`src/rtl/nanorv32_uart_ctrl.sv`:
```
// 8N1 UART peripheral: TX FIFO, single-entry RX holding register and a
// four-word register file (DATA/STATUS/DIVISOR/CTRL) behind the peripheral mux.
module nanorv32_uart_ctrl #(
    parameter int          TX_FIFO_DEPTH            = 4,
    parameter logic [15:0] DEFAULT_DIV              = 16'd868,
    parameter int          NANORV32_PERIPH_ADDR_MSB = 7
) (
    input  logic                                clk,
    input  logic                                rst,
    input  logic [NANORV32_PERIPH_ADDR_MSB:0]   bus_uart_addr,
    input  logic [3:0]                          bus_uart_bytesel,
    input  logic [31:0]                         bus_uart_din,
    input  logic                                bus_uart_en,
    output logic [31:0]                         uart_bus_dout,
    output logic                                uart_bus_ready_nxt,
    input  logic                                pad_uart_rx,
    output logic                                uart_pad_tx,
    output logic                                uart_irq
);
    localparam int PW = $clog2(TX_FIFO_DEPTH);
    localparam logic [PW:0] FULL_CNT = (PW+1)'(TX_FIFO_DEPTH);

    typedef enum logic [1:0] {S_IDLE, S_START, S_DATA, S_STOP} uart_st_e;

    logic [15:0] divisor;
    logic [2:0]  ctrl;
    logic        rx_valid, rx_overrun, rx_frame_err, tx_ovf;
    logic [7:0]  rx_byte;

    // Bus decode
    logic [1:0] sel;
    logic       bus_wr, bus_rd, wr_data, rd_data, w1c, div_wr;
    logic [15:0] div_new;
    logic        unused_bits;

    assign uart_bus_ready_nxt = bus_uart_en;
    assign sel     = bus_uart_addr[3:2];
    assign bus_wr  = bus_uart_en & (|bus_uart_bytesel);
    assign bus_rd  = bus_uart_en & ~(|bus_uart_bytesel);
    assign wr_data = bus_wr & (sel == 2'd0) & bus_uart_bytesel[0];
    assign rd_data = bus_rd & (sel == 2'd0);
    assign w1c     = bus_wr & (sel == 2'd1) & bus_uart_bytesel[0];
    assign div_wr  = bus_wr & (sel == 2'd2) & (|bus_uart_bytesel[1:0]);
    assign div_new = {bus_uart_bytesel[1] ? bus_uart_din[15:8] : divisor[15:8],
                      bus_uart_bytesel[0] ? bus_uart_din[7:0]  : divisor[7:0]};
    assign unused_bits = ^{bus_uart_addr[NANORV32_PERIPH_ADDR_MSB:4], bus_uart_addr[1:0],
                           bus_uart_din[31:16]};

    // TX FIFO
    logic [7:0]    fifo_mem [TX_FIFO_DEPTH];
    logic [PW-1:0] wptr, rptr;
    logic [PW:0]   count;
    logic          fifo_full, fifo_empty, tx_pop, push_ok;

    assign fifo_full  = (count == FULL_CNT);
    assign fifo_empty = (count == '0);
    // A pop in the same cycle frees the slot a push on a full FIFO needs.
    assign push_ok    = wr_data & (~fifo_full | tx_pop);

    always_ff @(posedge clk or posedge rst) begin
        if (rst) begin
            for (int i = 0; i < TX_FIFO_DEPTH; i++) fifo_mem[i] <= '0;
            wptr  <= '0;
            rptr  <= '0;
            count <= '0;
        end else begin
            if (push_ok) begin
                fifo_mem[wptr] <= bus_uart_din[7:0];
                wptr           <= wptr + PW'(1);
            end
            if (tx_pop) rptr <= rptr + PW'(1);
            case ({push_ok, tx_pop})
                2'b10:   count <= count + (PW+1)'(1);
                2'b01:   count <= count - (PW+1)'(1);
                default: count <= count;
            endcase
        end
    end

    // TX state machine
    uart_st_e    tx_st, tx_nxt;
    logic [15:0] tx_cnt, tx_div;
    logic [7:0]  tx_sh;
    logic [2:0]  tx_bit;
    logic        tx_done, tx_line;

    assign tx_done = (tx_cnt == 16'd0);

    always_ff @(posedge clk or posedge rst) begin
        if (rst) tx_st <= S_IDLE;
        else     tx_st <= tx_nxt;
    end

    always_comb begin
        tx_nxt = tx_st;
        case (tx_st)
            S_IDLE:  if (ctrl[0] && !fifo_empty) tx_nxt = S_START;
            S_START: if (tx_done) tx_nxt = S_DATA;
            S_DATA:  if (tx_done && tx_bit == 3'd7) tx_nxt = S_STOP;
            S_STOP:  if (tx_done) tx_nxt = (ctrl[0] && !fifo_empty) ? S_START : S_IDLE;
            default: tx_nxt = S_IDLE;
        endcase
    end

    always_comb begin
        tx_pop  = (tx_nxt == S_START) && (tx_st == S_IDLE || tx_st == S_STOP);
        tx_line = 1'b1;
        case (tx_st)
            S_START: tx_line = 1'b0;
            S_DATA:  tx_line = tx_sh[0];
            default: tx_line = 1'b1;
        endcase
    end

    // Divisor is latched per frame so a mid-frame write waits for the next start bit.
    always_ff @(posedge clk or posedge rst) begin
        if (rst) begin
            tx_cnt      <= '0;
            tx_div      <= DEFAULT_DIV;
            tx_sh       <= '0;
            tx_bit      <= '0;
            uart_pad_tx <= 1'b1;
        end else begin
            uart_pad_tx <= tx_line;
            if (tx_pop) begin
                tx_sh  <= fifo_mem[rptr];
                tx_div <= divisor;
                tx_cnt <= divisor - 16'd1;
                tx_bit <= '0;
            end else if (tx_st != S_IDLE) begin
                if (tx_done) begin
                    tx_cnt <= tx_div - 16'd1;
                    if (tx_st == S_DATA) begin
                        tx_sh  <= tx_sh >> 1;
                        tx_bit <= tx_bit + 3'd1;
                    end
                end else begin
                    tx_cnt <= tx_cnt - 16'd1;
                end
            end
        end
    end

    // RX synchronizer and state machine
    logic        rx_s1, rx_s2, rx_prev, rx_fall;
    uart_st_e    rx_st, rx_nxt;
    logic [15:0] rx_cnt, rx_div;
    logic [7:0]  rx_sh;
    logic [2:0]  rx_bit;
    logic        rx_done, rx_complete, rx_ferr;

    assign rx_fall = rx_prev & ~rx_s2;
    assign rx_done = (rx_cnt == 16'd0);

    always_ff @(posedge clk or posedge rst) begin
        if (rst) begin
            rx_s1   <= 1'b1;
            rx_s2   <= 1'b1;
            rx_prev <= 1'b1;
            rx_st   <= S_IDLE;
        end else begin
            rx_s1   <= pad_uart_rx;
            rx_s2   <= rx_s1;
            rx_prev <= rx_s2;
            rx_st   <= rx_nxt;
        end
    end

    always_comb begin
        rx_nxt = rx_st;
        if (!ctrl[1]) rx_nxt = S_IDLE;
        else begin
            case (rx_st)
                S_IDLE:  if (rx_fall) rx_nxt = S_START;
                S_START: if (rx_done) rx_nxt = rx_s2 ? S_IDLE : S_DATA;
                S_DATA:  if (rx_done && rx_bit == 3'd7) rx_nxt = S_STOP;
                S_STOP:  if (rx_done) rx_nxt = S_IDLE;
                default: rx_nxt = S_IDLE;
            endcase
        end
    end

    always_comb begin
        rx_complete = 1'b0;
        rx_ferr     = 1'b0;
        if (ctrl[1] && rx_st == S_STOP && rx_done) begin
            rx_complete = rx_s2;
            rx_ferr     = ~rx_s2;
        end
    end

    always_ff @(posedge clk or posedge rst) begin
        if (rst) begin
            rx_cnt <= '0;
            rx_div <= DEFAULT_DIV;
            rx_sh  <= '0;
            rx_bit <= '0;
        end else if (rx_st == S_IDLE) begin
            if (rx_nxt == S_START) begin
                rx_cnt <= {1'b0, divisor[15:1]} - 16'd1;
                rx_div <= divisor;
                rx_bit <= '0;
            end
        end else if (rx_done) begin
            rx_cnt <= rx_div - 16'd1;
            if (rx_st == S_DATA) begin
                rx_sh  <= {rx_s2, rx_sh[7:1]};
                rx_bit <= rx_bit + 3'd1;
            end
        end else begin
            rx_cnt <= rx_cnt - 16'd1;
        end
    end

    // Register file; sticky flags give priority to a same-cycle set over a clear.
    logic [31:0] rd_mux;
    logic [6:0]  status;

    assign status   = {tx_ovf, rx_frame_err, tx_st != S_IDLE, rx_overrun, rx_valid,
                       fifo_empty && tx_st == S_IDLE, fifo_full};
    assign uart_irq = rx_valid | (status[1] & ctrl[2]);

    always_comb begin
        rd_mux = '0;
        case (sel)
            2'd0:    rd_mux = {24'b0, rx_byte};
            2'd1:    rd_mux = {25'b0, status};
            2'd2:    rd_mux = {16'b0, divisor};
            default: rd_mux = {29'b0, ctrl};
        endcase
    end

    always_ff @(posedge clk or posedge rst) begin
        if (rst) begin
            divisor       <= DEFAULT_DIV;
            ctrl          <= '0;
            rx_byte       <= '0;
            rx_valid      <= 1'b0;
            rx_overrun    <= 1'b0;
            rx_frame_err  <= 1'b0;
            tx_ovf        <= 1'b0;
            uart_bus_dout <= '0;
        end else begin
            if (bus_rd) uart_bus_dout <= rd_mux;
            if (div_wr) divisor <= (div_new < 16'd4) ? 16'd4 : div_new;
            if (bus_wr && sel == 2'd3 && bus_uart_bytesel[0]) ctrl <= bus_uart_din[2:0];
            if (rx_complete && !(rx_valid && !rd_data)) begin
                rx_byte  <= rx_sh;
                rx_valid <= 1'b1;
            end else if (rd_data) begin
                rx_valid <= 1'b0;
            end
            rx_overrun   <= (rx_overrun & ~(w1c & bus_uart_din[3]))
                          | (rx_complete & rx_valid & ~rd_data);
            rx_frame_err <= (rx_frame_err & ~(w1c & bus_uart_din[5])) | rx_ferr;
            tx_ovf       <= (tx_ovf & ~(w1c & bus_uart_din[6])) | (wr_data & fifo_full & ~tx_pop);
        end
    end
endmodule

```
`config.mk`:
```
export PLATFORM = sky130hd
export DESIGN_NAME = nanorv32_uart_ctrl
export DESIGN_NICKNAME = d
export VERILOG_FILES = /design/src/rtl/nanorv32_uart_ctrl.sv
export SDC_FILE = /design/constraint.sdc
export NUM_CORES = 1
export LEC_CHECK = 0
export BUFFER_PORTS_ARGS = -buffer_cell sky130_fd_sc_hd__buf_4
export CAP_MARGIN = 10
export CORE_UTILIZATION = 35
export CTS_CLUSTER_SIZE = 25
export DETAILED_ROUTE_END_ITERATION = 12
export GPL_TIMING_DRIVEN = 0
export PLACE_DENSITY_LB_ADDON = 0.25
export SLEW_MARGIN = 20
export SYNTH_ARGS = -nofsm -noshare
export SYNTH_HDL_FRONTEND = slang
export SYNTH_SLANG_ARGS = --single-unit
```
`constraint.sdc`:
```
create_clock -name clk -period 7.2 [get_ports clk]
set_clock_uncertainty 0.05 [all_clocks]
set_input_delay 0.72 -clock clk [delete_from_list [all_inputs] [get_ports clk]]
set_output_delay 0.72 -clock clk [all_outputs]
set_load 0.01 [all_outputs]
```
==> impl_metrics.toml <==
[run_status]
status = "finished, violations left"
violations = "design-rule violations"

[global_routing]
grt_use_total_pct = 17.9
grt_pass1_wl_mm = 39.0
grt_max_degree = 94
overflow = 0
grt_pass1_vias = 6938
antenna_found_initial = 0

[clock_tree]
insertion_delay_ps = 440
post_cts_resized = 0
cts_made_buffers = 17
cts_setup_buffers = 0
cts_hold_buffers = 0
clock-sinks = 180
cts_tree = "built"
clockRootBuffer = "clkbuf_16"
htreeDepth = 4
path_clk_slew_ps = 80
clockBufferDepth = 2

[critical_path]
start_kind = "register"
path_max_fanout = 10
critPathRequiredTime_ps = 7490
arrival_ps = 5810
cp-end-kind = "register"
crit_type = "reg -> reg"

[drt]
drt_iter0_drc = 457
num_vias = 7023
post_drt_wl_per_cell_um = 17.6
dr.pass1.iters = 9
route.detailed.drc = 5
viasPerCell = 5.24
postRouteAntennaNets = 0
postRouteWirelength_mm = 23.6

[placement]
io_buffers = 41
globalplace.congestion = 0.862
dp_hpwl_mm = 16.9
place_area_sq_mm = 0.0102

[synthesis]
yosys_warnings = 0
yosys.cell_types.count = 67
synth_ff_type = "dfrtp_1"
postSynthAreaPerCell_sq_um = 10.3
mappedNetlistArea_sq_mm = 0.00943
synth_area_leaders = "dfrtp_1 43%, nand2_1 6.2%, mux2_2 6.1%"
yosysTopAreaCell = "dfrtp_1"
synthCells = 915
yosys-top-cells-count = "161 x dfrtp_1, 156 x nand2_1, 62 x o21ai_0"
synth_edf_count = 0
ys_seq_area_share_pct = 48.0
yosysMostFrequentCell = "dfrtp_1"
async_flop_share_pct = 100
synth_top_area_share_pct = 42.7
ys_ff_latch = 180

[pwr]
p_leak_nw = 4.88
p_int_w = 0.00243
p_comb_share_pct = 34.1
p_per_area_mw_per_mm2 = 365
vdd_drop_max_mv = 0.194
finalPower_w = 0.00397
power_frac_clock_pct = 24.0
swShare_pct = 38.8
switchingPower_w = 0.00154
p_seq_share_pct = 41.9

[worst_hold_path]
hp-class = "reg -> reg"

[cells_and_area]
final_util_pct = 41.4
nNetsFinal = 1056
n_fill_cell = 2572
area_growth_pct = 15.3
drive_gt1_share_pct = 18.9
design_area_sq_mm = 0.0109
diodes = 0

[timing]
fin_crit_sh_pct = 76.6
setup_viol = 0
hold_violations = 0
rsz0062_at_grt = "false"
hold_slack_ps = 308
max_slew_margin_pct = 40.6
period_minus_slack_ps = 5520
tns_ps = 0
fmax_ghz = 0.181
worstMarginPinSlew_ps = 892
drv_slew = 0

[floorplan]
pin_count = 83
dieArea_sq_mm = 0.0276
initial_core_util_pct = 35.9
rows = 59
core_sq_mm = 0.0263
die_h_um = 166
fp.dieW_um = 166

[flow_run]
drv_cap = 0
==> power by group through the flow <==
| stage | Clock, W | Combinational [W] | Sequential, W |
|---|---|---|---|
| final | 0.000953 | 0.00136 | 0.00166 |
| after detailed placement | 0 | 0.00136 | 0.00167 |
| after global placement | 0 | 0.00133 | 0.00167 |
| after floorplan | 0 | 0.00102 | 0.00158 |
| after global routing | 0.00102 | 0.00152 | 0.00171 |
| after CTS | 0.000979 | 0.00136 | 0.00166 |
==> layout by cell type, fill, tap and decap left out, types with 18 or more instances in the layout <==
cell type / n
a21oi_1: 38
buf_4: 58
clkbuf_1: 42
dfrtp_1: 161
dfstp_2: 19
inv_1: 18
mux2_1: 30
mux2_2: 51
mux2i_1: 34
nand2_1: 156
nand3_1: 20
nor2_1: 49
nor4_1: 19
o21ai_0: 62
xnor2_1: 20
==> metrics by stage <==
stage          instances  setup WS, ps
2_1_floorplan        930          1570
4_1_cts             1339          1760
3_5_place_dp        1307          1740
3_3_place_gp        1306          -780
6_report            1339          1680
5_1_grt             1339          1280
==> final timing paths <==
path	cells after the start	slack [ps]	end	from
max in group asynchronous	3	5840	tx_div[6]	rst
min in group asynchronous	2	340	wptr[0]	rst
worst max register to register	17	1680	tx_cnt[10]	tx_cnt[7]
worst min register to register	0	310	rx_s2	rx_s1
worst max-delay path	17	1680	tx_cnt[10]	tx_cnt[7]
worst min-delay path	0	310	rx_s2	rx_s1
==> sequential cells by signal, summed over array words and instances (netlist names), 2 cells and up <==
signal	flops
rx_byte	8
tx_sh	8
tx_st	2
wptr	2
ctrl	3
fifo_mem	32
rptr	2
rx_bit	3
tx_div	16
count	3
rx_div	16
rx_cnt	16
rx_sh	8
tx_bit	3
uart_bus_dout	16
tx_cnt	16
rx_st	2
divisor	16
==> critical path, cell delays in order (launching register included) <==
cell	delay, ps
dfrtp_1	430
nor4_1	700
nand2_1	350
a221oi_1	660
or3_1	210
buf_6	150
inv_1	120
clkbuf_1	270
a211o_1	320
o21ai_0	100
ha_1	270
nand2b_1	140
nor4b_1	340
o31ai_1	240
or4b_2	710
a21oi_1	150
o22ai_1	90
o21ai_0	150
==> layer usage <==
layer | share of wire [%] | vias up | GRT usage (%)
li1 | - | 3369 | -
met1 | 48 | 3424 | 25.3
met2 | 46 | 197 | 28.2
met3 | 4.0 | 33 | 2.84
met4 | 1.9 | 0 | 5.65
met5 | 0 | - | 0
==> cells by family (layout without fill, tap and decap cells) <==
logic type	after synthesis	after routing	synth area share, %
AO/OA/AOI/OAI	158	158	10.2
XOR/XNOR	32	32	2.97
adder cells (fa/ha/maj)	17	17	2.33
buffers and inverters	87	161	4.25
flip-flops	180	180	48.0
multiplexers	128	128	16.2
other	1	16	0.0398
AND/OR/NAND/NOR	312	312	15.9
==> final cells by class <==
cell class              count  area, sq um  share of cell area (%)
clock inverters            15          198                    1.82
inverters                  19         78.8                   0.725
repair buffers             42          335                    3.08
flip-flops and latches    180         4530                    41.6
multi-input cells         663         4560                    41.9
well taps                 335          419                    3.86
plain buffers              68          329                    3.03
clock buffers              17          425                    3.91
Power figures use the tool's default switching activity.
